## src/rtl/mips_regs_pkg.sv

```systemverilog
// Shared MIPS register-file definitions used by the write-back queue and the
// register file integration.
package mips_regs_pkg;

    localparam int NUM_REGS  = 32;
    localparam int REG_ZERO  = 0;
    localparam int RF_ADDR_W = 5;
    localparam int RF_DATA_W = 32;

    // One pending register-file write: destination index plus value.
    typedef struct packed {
        logic [RF_ADDR_W-1:0] dest;
        logic [RF_DATA_W-1:0] data;
    } wb_req_t;

endpackage

```

## src/rtl/wb_fifo.sv

```systemverilog
// DEPTH-entry FIFO of write-back requests. Besides the head it exposes every
// entry ordered by age (index 0 = oldest) so the owner can search pending data.
module wb_fifo
    import mips_regs_pkg::*;
#(
    parameter int DEPTH = 4
) (
    input  logic                       clk,
    input  logic                       reset,
    input  logic                       push_i,
    input  logic                       pop_i,
    input  logic                       flush_i,
    input  wb_req_t                    wr_req_i,
    output wb_req_t                    head_o,
    output logic [$clog2(DEPTH+1)-1:0] count_o,
    output logic [DEPTH-1:0]           age_valid_o,
    output wb_req_t [DEPTH-1:0]        age_req_o
);

    localparam int PTR_W = $clog2(DEPTH);
    localparam int CNT_W = $clog2(DEPTH+1);

    wb_req_t            mem_q [DEPTH];
    logic [PTR_W-1:0]   wr_ptr_q, wr_ptr_d;
    logic [PTR_W-1:0]   rd_ptr_q, rd_ptr_d;
    logic [CNT_W-1:0]   count_q, count_d;
    logic               push_ok;
    logic               pop_ok;

    // Next pointers/count; pointers wrap naturally, fullness comes from count.
    always_comb begin
        push_ok  = push_i && !flush_i;
        pop_ok   = pop_i && !flush_i;
        wr_ptr_d = wr_ptr_q;
        rd_ptr_d = rd_ptr_q;
        count_d  = count_q;
        if (flush_i) begin
            wr_ptr_d = '0;
            rd_ptr_d = '0;
            count_d  = '0;
        end else begin
            if (push_ok) wr_ptr_d = wr_ptr_q + 1'b1;
            if (pop_ok)  rd_ptr_d = rd_ptr_q + 1'b1;
            count_d = count_q + CNT_W'(push_ok) - CNT_W'(pop_ok);
        end
    end

    // Pointer and count registers.
    always_ff @(posedge clk) begin
        if (reset) begin
            wr_ptr_q <= '0;
            rd_ptr_q <= '0;
            count_q  <= '0;
        end else begin
            wr_ptr_q <= wr_ptr_d;
            rd_ptr_q <= rd_ptr_d;
            count_q  <= count_d;
        end
    end

    // Storage write; contents need no reset because validity comes from count.
    always_ff @(posedge clk) begin
        if (push_ok && !reset) mem_q[wr_ptr_q] <= wr_req_i;
    end

    // Age-ordered view of the entries for the bypass search.
    always_comb begin
        logic [PTR_W-1:0] idx;
        idx = '0;
        for (int i = 0; i < DEPTH; i++) begin
            idx            = rd_ptr_q + PTR_W'(i);
            age_req_o[i]   = mem_q[idx];
            age_valid_o[i] = (CNT_W'(i) < count_q);
        end
    end

    assign head_o  = mem_q[rd_ptr_q];
    assign count_o = count_q;

endmodule

```

## src/rtl/regfile_wb_queue.sv

```systemverilog
// Write-back initiator for the 32-entry GPR file: queues (dest, data) writes,
// drains one per cycle to the register file port, tracks pending writes per
// register and offers two bypass lookups over not-yet-committed data.
//
// Handshake: a request transfers at a posedge where in_valid && in_ready.
// in_ready depends only on reset and occupancy (never on in_valid), and a full
// queue refuses even if a pop happens in the same cycle. A transferred request
// with in_dest == 0 is consumed but discarded.
module regfile_wb_queue
    import mips_regs_pkg::*;
#(
    parameter int DEPTH  = 4,
    parameter int DATA_W = RF_DATA_W,
    parameter int ADDR_W = RF_ADDR_W
) (
    input  logic              clk,
    input  logic              reset,
    input  logic              in_valid,
    output logic              in_ready,
    input  logic [ADDR_W-1:0] in_dest,
    input  logic [DATA_W-1:0] in_data,
    input  logic              drain_en,
    input  logic              flush,
    output logic [ADDR_W-1:0] rf_write_register,
    output logic [DATA_W-1:0] rf_write_data,
    output logic              rf_regwrite,
    output logic [31:0]       busy,
    input  logic [ADDR_W-1:0] byp_addr_1,
    input  logic [ADDR_W-1:0] byp_addr_2,
    output logic              byp_hit_1,
    output logic              byp_hit_2,
    output logic [DATA_W-1:0] byp_data_1,
    output logic [DATA_W-1:0] byp_data_2
);

    localparam int CNT_W = $clog2(DEPTH+1);
    localparam int SB_W  = $clog2(DEPTH+2);

    logic [CNT_W-1:0]    fifo_count;
    wb_req_t             fifo_head;
    logic [DEPTH-1:0]    age_valid;
    wb_req_t [DEPTH-1:0] age_req;
    wb_req_t             wr_req;
    logic                push;
    logic                pop;

    logic                stage_valid_q;
    wb_req_t             stage_req_q;
    logic [SB_W-1:0]     sb_cnt_q [NUM_REGS];
    logic [SB_W-1:0]     sb_cnt_d [NUM_REGS];
    logic [31:0]         busy_q, busy_d;

    assign in_ready = !reset && (fifo_count < CNT_W'(DEPTH));
    assign push     = in_valid && in_ready && !flush && (in_dest != ADDR_W'(REG_ZERO));
    assign pop      = (fifo_count != '0) && drain_en && !flush;
    assign wr_req   = '{dest: in_dest, data: in_data};

    wb_fifo #(.DEPTH(DEPTH)) u_fifo (
        .clk         (clk),
        .reset       (reset),
        .push_i      (push),
        .pop_i       (pop),
        .flush_i     (flush),
        .wr_req_i    (wr_req),
        .head_o      (fifo_head),
        .count_o     (fifo_count),
        .age_valid_o (age_valid),
        .age_req_o   (age_req)
    );

    // Output stage: load the head on a pop, otherwise drop the strobe and hold.
    always_ff @(posedge clk) begin
        if (reset || flush) begin
            stage_valid_q <= 1'b0;
            stage_req_q   <= '0;
        end else if (pop) begin
            stage_valid_q <= 1'b1;
            stage_req_q   <= fifo_head;
        end else begin
            stage_valid_q <= 1'b0;
        end
    end

    // Per-register pending counts: +1 on a kept push, -1 as the staged write retires.
    always_comb begin
        sb_cnt_d = sb_cnt_q;
        busy_d   = '0;
        if (flush) begin
            sb_cnt_d = '{default: '0};
        end else begin
            for (int r = 1; r < NUM_REGS; r++) begin
                if (push && in_dest == ADDR_W'(r))
                    sb_cnt_d[r] = sb_cnt_d[r] + SB_W'(1);
                if (stage_valid_q && stage_req_q.dest == ADDR_W'(r))
                    sb_cnt_d[r] = sb_cnt_d[r] - SB_W'(1);
                busy_d[r] = (sb_cnt_d[r] != '0);
            end
        end
    end

    // Scoreboard and registered busy vector.
    always_ff @(posedge clk) begin
        if (reset) begin
            sb_cnt_q <= '{default: '0};
            busy_q   <= '0;
        end else begin
            sb_cnt_q <= sb_cnt_d;
            busy_q   <= busy_d;
        end
    end

    // Bypass search: staged write is oldest, then FIFO entries oldest to newest,
    // so the last match found is the newest pending value.
    always_comb begin
        logic [ADDR_W-1:0] addr [2];
        logic              hit  [2];
        logic [DATA_W-1:0] data [2];
        addr[0] = byp_addr_1;
        addr[1] = byp_addr_2;
        for (int p = 0; p < 2; p++) begin
            hit[p]  = 1'b0;
            data[p] = '0;
            if (addr[p] != ADDR_W'(REG_ZERO)) begin
                if (stage_valid_q && stage_req_q.dest == addr[p]) begin
                    hit[p]  = 1'b1;
                    data[p] = stage_req_q.data;
                end
                for (int i = 0; i < DEPTH; i++) begin
                    if (age_valid[i] && age_req[i].dest == addr[p]) begin
                        hit[p]  = 1'b1;
                        data[p] = age_req[i].data;
                    end
                end
            end
        end
        byp_hit_1  = hit[0];
        byp_hit_2  = hit[1];
        byp_data_1 = data[0];
        byp_data_2 = data[1];
    end

    assign rf_regwrite       = stage_valid_q;
    assign rf_write_register = stage_req_q.dest;
    assign rf_write_data     = stage_req_q.data;
    assign busy              = busy_q;

endmodule

```

## config.mk

```make
export PLATFORM = sky130hd
export DESIGN_NAME = regfile_wb_queue
export DESIGN_NICKNAME = d
export VERILOG_FILES = /design/src/rtl/mips_regs_pkg.sv /design/src/rtl/wb_fifo.sv /design/src/rtl/regfile_wb_queue.sv
export SDC_FILE = /design/constraint.sdc
export NUM_CORES = 1
export LEC_CHECK = 0
export ABC_AREA = 0
export BUFFER_PORTS_ARGS = -buffer_cell sky130_fd_sc_hd__buf_2
export CELL_PAD_IN_SITES_DETAIL_PLACEMENT = 1
export CELL_PAD_IN_SITES_GLOBAL_PLACEMENT = 2
export CORE_MARGIN = 2
export CORE_UTILIZATION = 35
export CTS_BUF_LIST = sky130_fd_sc_hd__clkbuf_2
export CTS_CLUSTER_DIAMETER = 50
export DETAILED_ROUTE_END_ITERATION = 8
export PLACE_DENSITY = 0.73
export SKIP_CTS_REPAIR_TIMING = 1
export SLEW_MARGIN = 5
export SYNTH_ARGS = -nofsm -noshare
export SYNTH_HDL_FRONTEND = slang
export SYNTH_SLANG_ARGS = --single-unit
```

## constraint.sdc

```tcl
create_clock -name clk -period 2.71 [get_ports clk]
set_input_delay 0.1355 -clock clk [delete_from_list [all_inputs] [get_ports clk]]
set_output_delay 0.1355 -clock clk [all_outputs]
set_load 0.05 [all_outputs]
```

[After elaboration in Yosys (flattened, before gate mapping)]
Memories as Yosys holds them, arrays and structs flattened. A register that Yosys moved wholly into a read port is not among the register bits.
Cells that the tools add are included.
Operators by class
  multiplexer cells: 153
  reductions and logical operators: 120
  $lt $le $gt $ge: 5
  $add $sub $neg: 68
  equality and inequality tests: 72
Operators with widths (number)
  2-to-1 mux 32 bit: 12
  2-to-1 mux 3 bit: 124
  equality test 5 bit (second input constant): 32
  nonzero test 3 bit: 32
  adder 3 x 1 -> 3 bit (second input constant): 31
  subtractor 3 x 1 -> 3 bit (second input constant): 31
  logical AND 1 bit: 81
  equality test 5 x 4 -> 1 bit (second input constant): 16
  equality test 5 bit: 10
  equality test 5 x 3 -> 1 bit (second input constant): 8
  equality test 5 x 2 -> 1 bit (second input constant): 4
  2-to-1 mux 1 bit: 15
  nonzero test 5 bit: 3
  equality test 5 x 1 -> 1 bit (second input constant): 2
  < comparator 1 x 3 -> 1 bit (first input constant): 2
  < comparator 2 x 3 -> 1 bit (first input constant): 2
  adder 2 x 1 -> 2 bit (second input constant): 2
  adder 2 bit (second input constant): 2
  2-to-1 mux 2 bit: 2
  adder 3 x 1 -> 3 bit: 1
  < comparator 3 bit (second input constant): 1
  subtractor 3 x 1 -> 3 bit: 1
  zero test 1 bit: 2
  OR reduction 2 bit: 1
  logical OR 1 bit: 1
Word-level totals
  flip-flop bits (word level): 170
  word-level logic and storage cells: 458
  input port bits: 52
  memories kept: 1
  bits in writable memories: 148
Memories
  u_fifo.mem_q: words 4, bits a word 37, read ports 4, clocked after memory_dff 1, wr ports 1, RTL line wb_fifo.sv:23  | wb_req_t mem_q [DEPTH];

[Longest topological paths before layout]
  depth after elaboration: 12
  mapped depth: 11
  gate-level depth less buffers: 9

[Hierarchy]
Synthesis repeated with hierarchy kept, for this count alone.
Second synthesis, totals
  cell total of the unflattened synthesis: 1958
  area total of the unflattened synthesis: 20688.6 um^2
By module, submodules not included
  regfile_wb_queue: seq. area each 3243.1 um^2, cells each 1537, area each 11892.7 um^2, instances 1
  wb_fifo: seq. area each 4624.4 um^2, cells each 421, area each 8795.9 um^2, instances 1

[Worst setup path before layout]
No wires, ideal clock.
  path kind: register -> output
  start: reg, netlist name rf_write_register[4]
  end: out byp_data_1[10]
  path slack: -763 ps
  required time: 2575 ps
  cell stages (with the launch flop): 9
  arrival time: 3338 ps
  cell sequence: dfxtp_1 > clkbuf_1 > xor2_1 > nor4_1 > nand3_1 > a21oi_1 > clkbuf_1 > a221oi_1 > o31ai_1
Between the ends
  word-level cells in the longest chain between the ends: 8
RTL lines
  equality test 5 bit: RTL line regfile_wb_queue.sv:124  | if (stage_valid_q && stage_req_q.dest == addr[p]) begin
  logical AND 1 bit: RTL line regfile_wb_queue.sv:124
  2-to-1 mux 32 bit: RTL line regfile_wb_queue.sv:124
  2-to-1 mux 32 bit (4 in series): RTL line regfile_wb_queue.sv:129  | if (age_valid[i] && age_req[i].dest == addr[p]) begin
  2-to-1 mux 32 bit: RTL line regfile_wb_queue.sv:123  | if (addr[p] != ADDR_W'(REG_ZERO)) begin
  end, declared: RTL line regfile_wb_queue.sv:32  | output logic [DATA_W-1:0] byp_data_1,
No other way between the ends.

==> reports/qor.txt <==
STATUS
-----------------------------------------------------------------------------------------
Outcome                                                                      finished, violations left
Failing checks                                                               negative setup slack

DIE
-----------------------------------------------------------------------------------------
Die footprint                                                                   59100 µm²
Starting density of the core                                                        35.4%
Die height                                                                         243 µm
Floorplan die width                                                                243 µm
Std-Cell Core Area                                                              56500 µm²
IO Count                                                                              189
# rows                                                                                 87

SYNTH
-----------------------------------------------------------------------------------------
Synthesized area                                                                20000 µm²
Flops & latches, synth                                                                319
Cell with the most instances after synthesis                                       nor2_1
Most common flop cell mapped by yosys                                             dfxtp_1
Yosys synthesis warning count                                                           0
Simple logic cell fraction of the synthesized area                                  12.1%
Proportion of register bits with asynchronous set or reset after synthesis             0%
Post-synth cell types                                                                  62
Dominant combinational cell family by area after synthesis                   multiplexers
Share of cell area taken by muxes after synthesis                                   18.3%
Yosys top cell by area                                                           edfxtp_1
Fraction of synthesized cell area in xor and xnor cells                             7.88%
Cell count after synthesis                                                           1804
Leading cell types by total area after synthesis                             edfxtp_1, dfxtp_1, mux4_2
Post-synthesis adder-cell area fraction                                             4.48%
Number of nets produced by synthesis                                                 1927
Post-synth top area share                                                           22.2%
Compound-gate portion of the synthesized area                                       14.0%
Post-synthesis average cell area                                                 11.1 µm²
Sequential fraction of the synthesis area                                           39.3%
Most used standard cells in the synthesized netlist                          nor2_1, nand2_1, dfxtp_1
Post-synth EDFFs                                                                      148

ROUTING
-----------------------------------------------------------------------------------------
Drt pass-1 iters                                                                        6
Initial drt markers                                                                  1048
Post-DR wirelength/cell                                                           24.0 µm
Residual DRC                                                                            0
Total number of vias                                                                17900
Wirelength, routed                                                                75.0 mm
Via density per instance                                                             5.74
Antenna Violating Nets Remaining                                                        0

CLOCK NETWORK
-----------------------------------------------------------------------------------------
Number of sinks handled by clock tree synthesis                                       319
Clk slew on worst S/H paths                                                       0.11 ns
Worst skew pair latency                                                           1.12 ns
Clock Tree Root                                                                  clkbuf_2
Worst-case clock buffer depth                                                           3
TritonCTS clock tree                                                                 done
Number of levels the H-tree was split into                                              3
Total clock buffers created by CTS                                                     92

STA
-----------------------------------------------------------------------------------------
Slew HR                                                                             54.9%
Final hold viol count                                                                   0
Least setup slack across all paths after layout                                  -1.36 ns
Achievable Freq                                                                   246 MHz
Setup-failing EPs final                                                                66
Min Clock Period, post-route                                                      4.07 ns
Final total negative setup slack                                                -79.60 ns
Worst clock skew on the final layout                                            0.0955 ns
Final slew viol count                                                                   0
Hold slack final                                                                0.0496 ns
Transition at the pin with the smallest max-transition slack                     0.676 ns
RSZ-0062 raised after global routing                                                 true
Final period util                                                                    150%

CRITICAL PATH
-----------------------------------------------------------------------------------------
Critical path type                                                           register to output port
Required time worst endpoint                                                      2.57 ns
Kind of end point of the critical path                                        output port
Type of element launching the critical path                                      register
Arrival time of the worst setup path                                              3.93 ns
Maximum fanout count along the critical path                                           20

GRT
-----------------------------------------------------------------------------------------
Antenna violations before repair                                                        3
Sum of overflow across all layers after global routing                                  0
First-pass GRT wire length                                                         106 mm
GRT Overall Usage                                                                   23.0%
Vias in the first global route                                                      18100
Largest net degree at the start of global routing                                      98

CELLS AND AREA
-----------------------------------------------------------------------------------------
Area used by sequential logic in the layout                                      7890 µm²
Growth of design area from synthesis to finish                                      41.4%
Finished layout cell area                                                       28300 µm²
Share of layout cells above drive strength 1                                        44.0%
Area taken by multi-input logic gates                                           13500 µm²
Final core utilization                                                              50.1%
Net count of the finished layout                                                     2414
Fill count                                                                           5999
Number of non-filler instances in the completed layout                               3121

POWER
-----------------------------------------------------------------------------------------
Power density relative to cell area                                            344 nW/µm²
Worst IR drop on VDD                                                               224 µV
Leakage                                                                           10.2 nW

HOLD PATH
-----------------------------------------------------------------------------------------
Worst hold path type                                                         primary input to register

PLACEMENT
-----------------------------------------------------------------------------------------
Input/output buffers                                                                  187
Final estimated routing congestion in global placement                              0.867
Post-Place Cell Area                                                            24000 µm²
Total placed cells including tap cells                                               2814
Detailed-placement wirelength estimate                                            49.0 mm

FLOW RUN
-----------------------------------------------------------------------------------------
Max Cap Violations                                                                      0

[logic make-up after synthesis]
| group | Yosys count |
|---|---|
| adders and majority gates | 71 |
| DFF | 319 |
| xor gates and xnor gates | 180 |
| muxes | 184 |
| and+or+nand+nor | 526 |
| buffers and inverters | 161 |
| AOI/OAI and AO/OA | 362 |
| other | 1 |
[layer usage]
layer	part of all wire [%]	GRT usage, %	vias up
met2	53	41.3	619
met3	5.8	4.72	150
met5	0.017	0	-
met4	3.0	8.03	2
met1	39	27.2	9227
li1	-	-	7917
[area by class of cell]
type / instances / share of cell area [%]
diodes: 2 / 0.0177
clock inverters: 32 / 0.844
multi-input cells: 1324 / 47.8
clock buffers: 134 / 2.37
repair buffers: 541 / 17.5
inverters: 13 / 0.172
well taps: 756 / 3.34
flip-flops and latches: 319 / 27.9
[worst paths after layout]
| path | from | end | slack (ns) | depth (start not counted) |
|---|---|---|---|---|
| max reg2reg | u_fifo.count_o[2] | busy[14] | 0.03 | 14 |
| min | in_valid | sb_cnt_q[92] | 0.05 | 8 |
| min reg2reg | rf_write_data[6] | rf_write_data[6] | 0.54 | 2 |
| max | u_fifo.mem_q[0][32] | byp_data_1[20] | -1.36 | 10 |
[registers in the layout (all words and copies together), names as in the netlist, named ones only]
name               flops
u_fifo.count_o         3
rf_write_data         32
rf_write_register      5
u_fifo.mem_q         148
u_fifo.rd_ptr_q        2
rf_regwrite            1
busy                  31
u_fifo.wr_ptr_q        2
sb_cnt_q              93
[report_power, final]
| part | internal [mW] | switching, mW | total, mW |
|---|---|---|---|
| clock network | 1.71 | 2.27 | 3.99 |
| registers | 5.05 | 0.0243 | 5.07 |
| logic | 0.288 | 0.395 | 0.683 |
[critical path: stages (launching register included)]
cell	delay, ns
edfxtp_1	0.45
buf_6	0.15
mux4_2	0.52
xor2_1	0.16
nor4_1	0.28
buf_4	0.21
o21a_4	0.15
buf_12	0.21
a221oi_1	0.11
o31ai_4	0.28
buf_2	0.31
[placed cells by master (no fill, tap or decap), types with 78 or more instances in the layout]
cell           count
buf_4            198
a21oi_1          103
dfxtp_1          161
nand2_1          170
dlygate4sd3_1     78
nor2_1           173
edfxtp_1         148
buf_2            126
mux4_2           146
xor2_1           103
clkbuf_2         134
[through the flow]
stage / power, mW / setup WS (ns)
finish: 9.74 / -1.36
global route: 10.2 / -1.48
CTS: 9.76 / -1.53
detailed placement: 5.72 / -0.257
global placement: 5.71 / -0.214
floorplan: 5.47 / -0.189
Power figures use the tool's default switching activity.
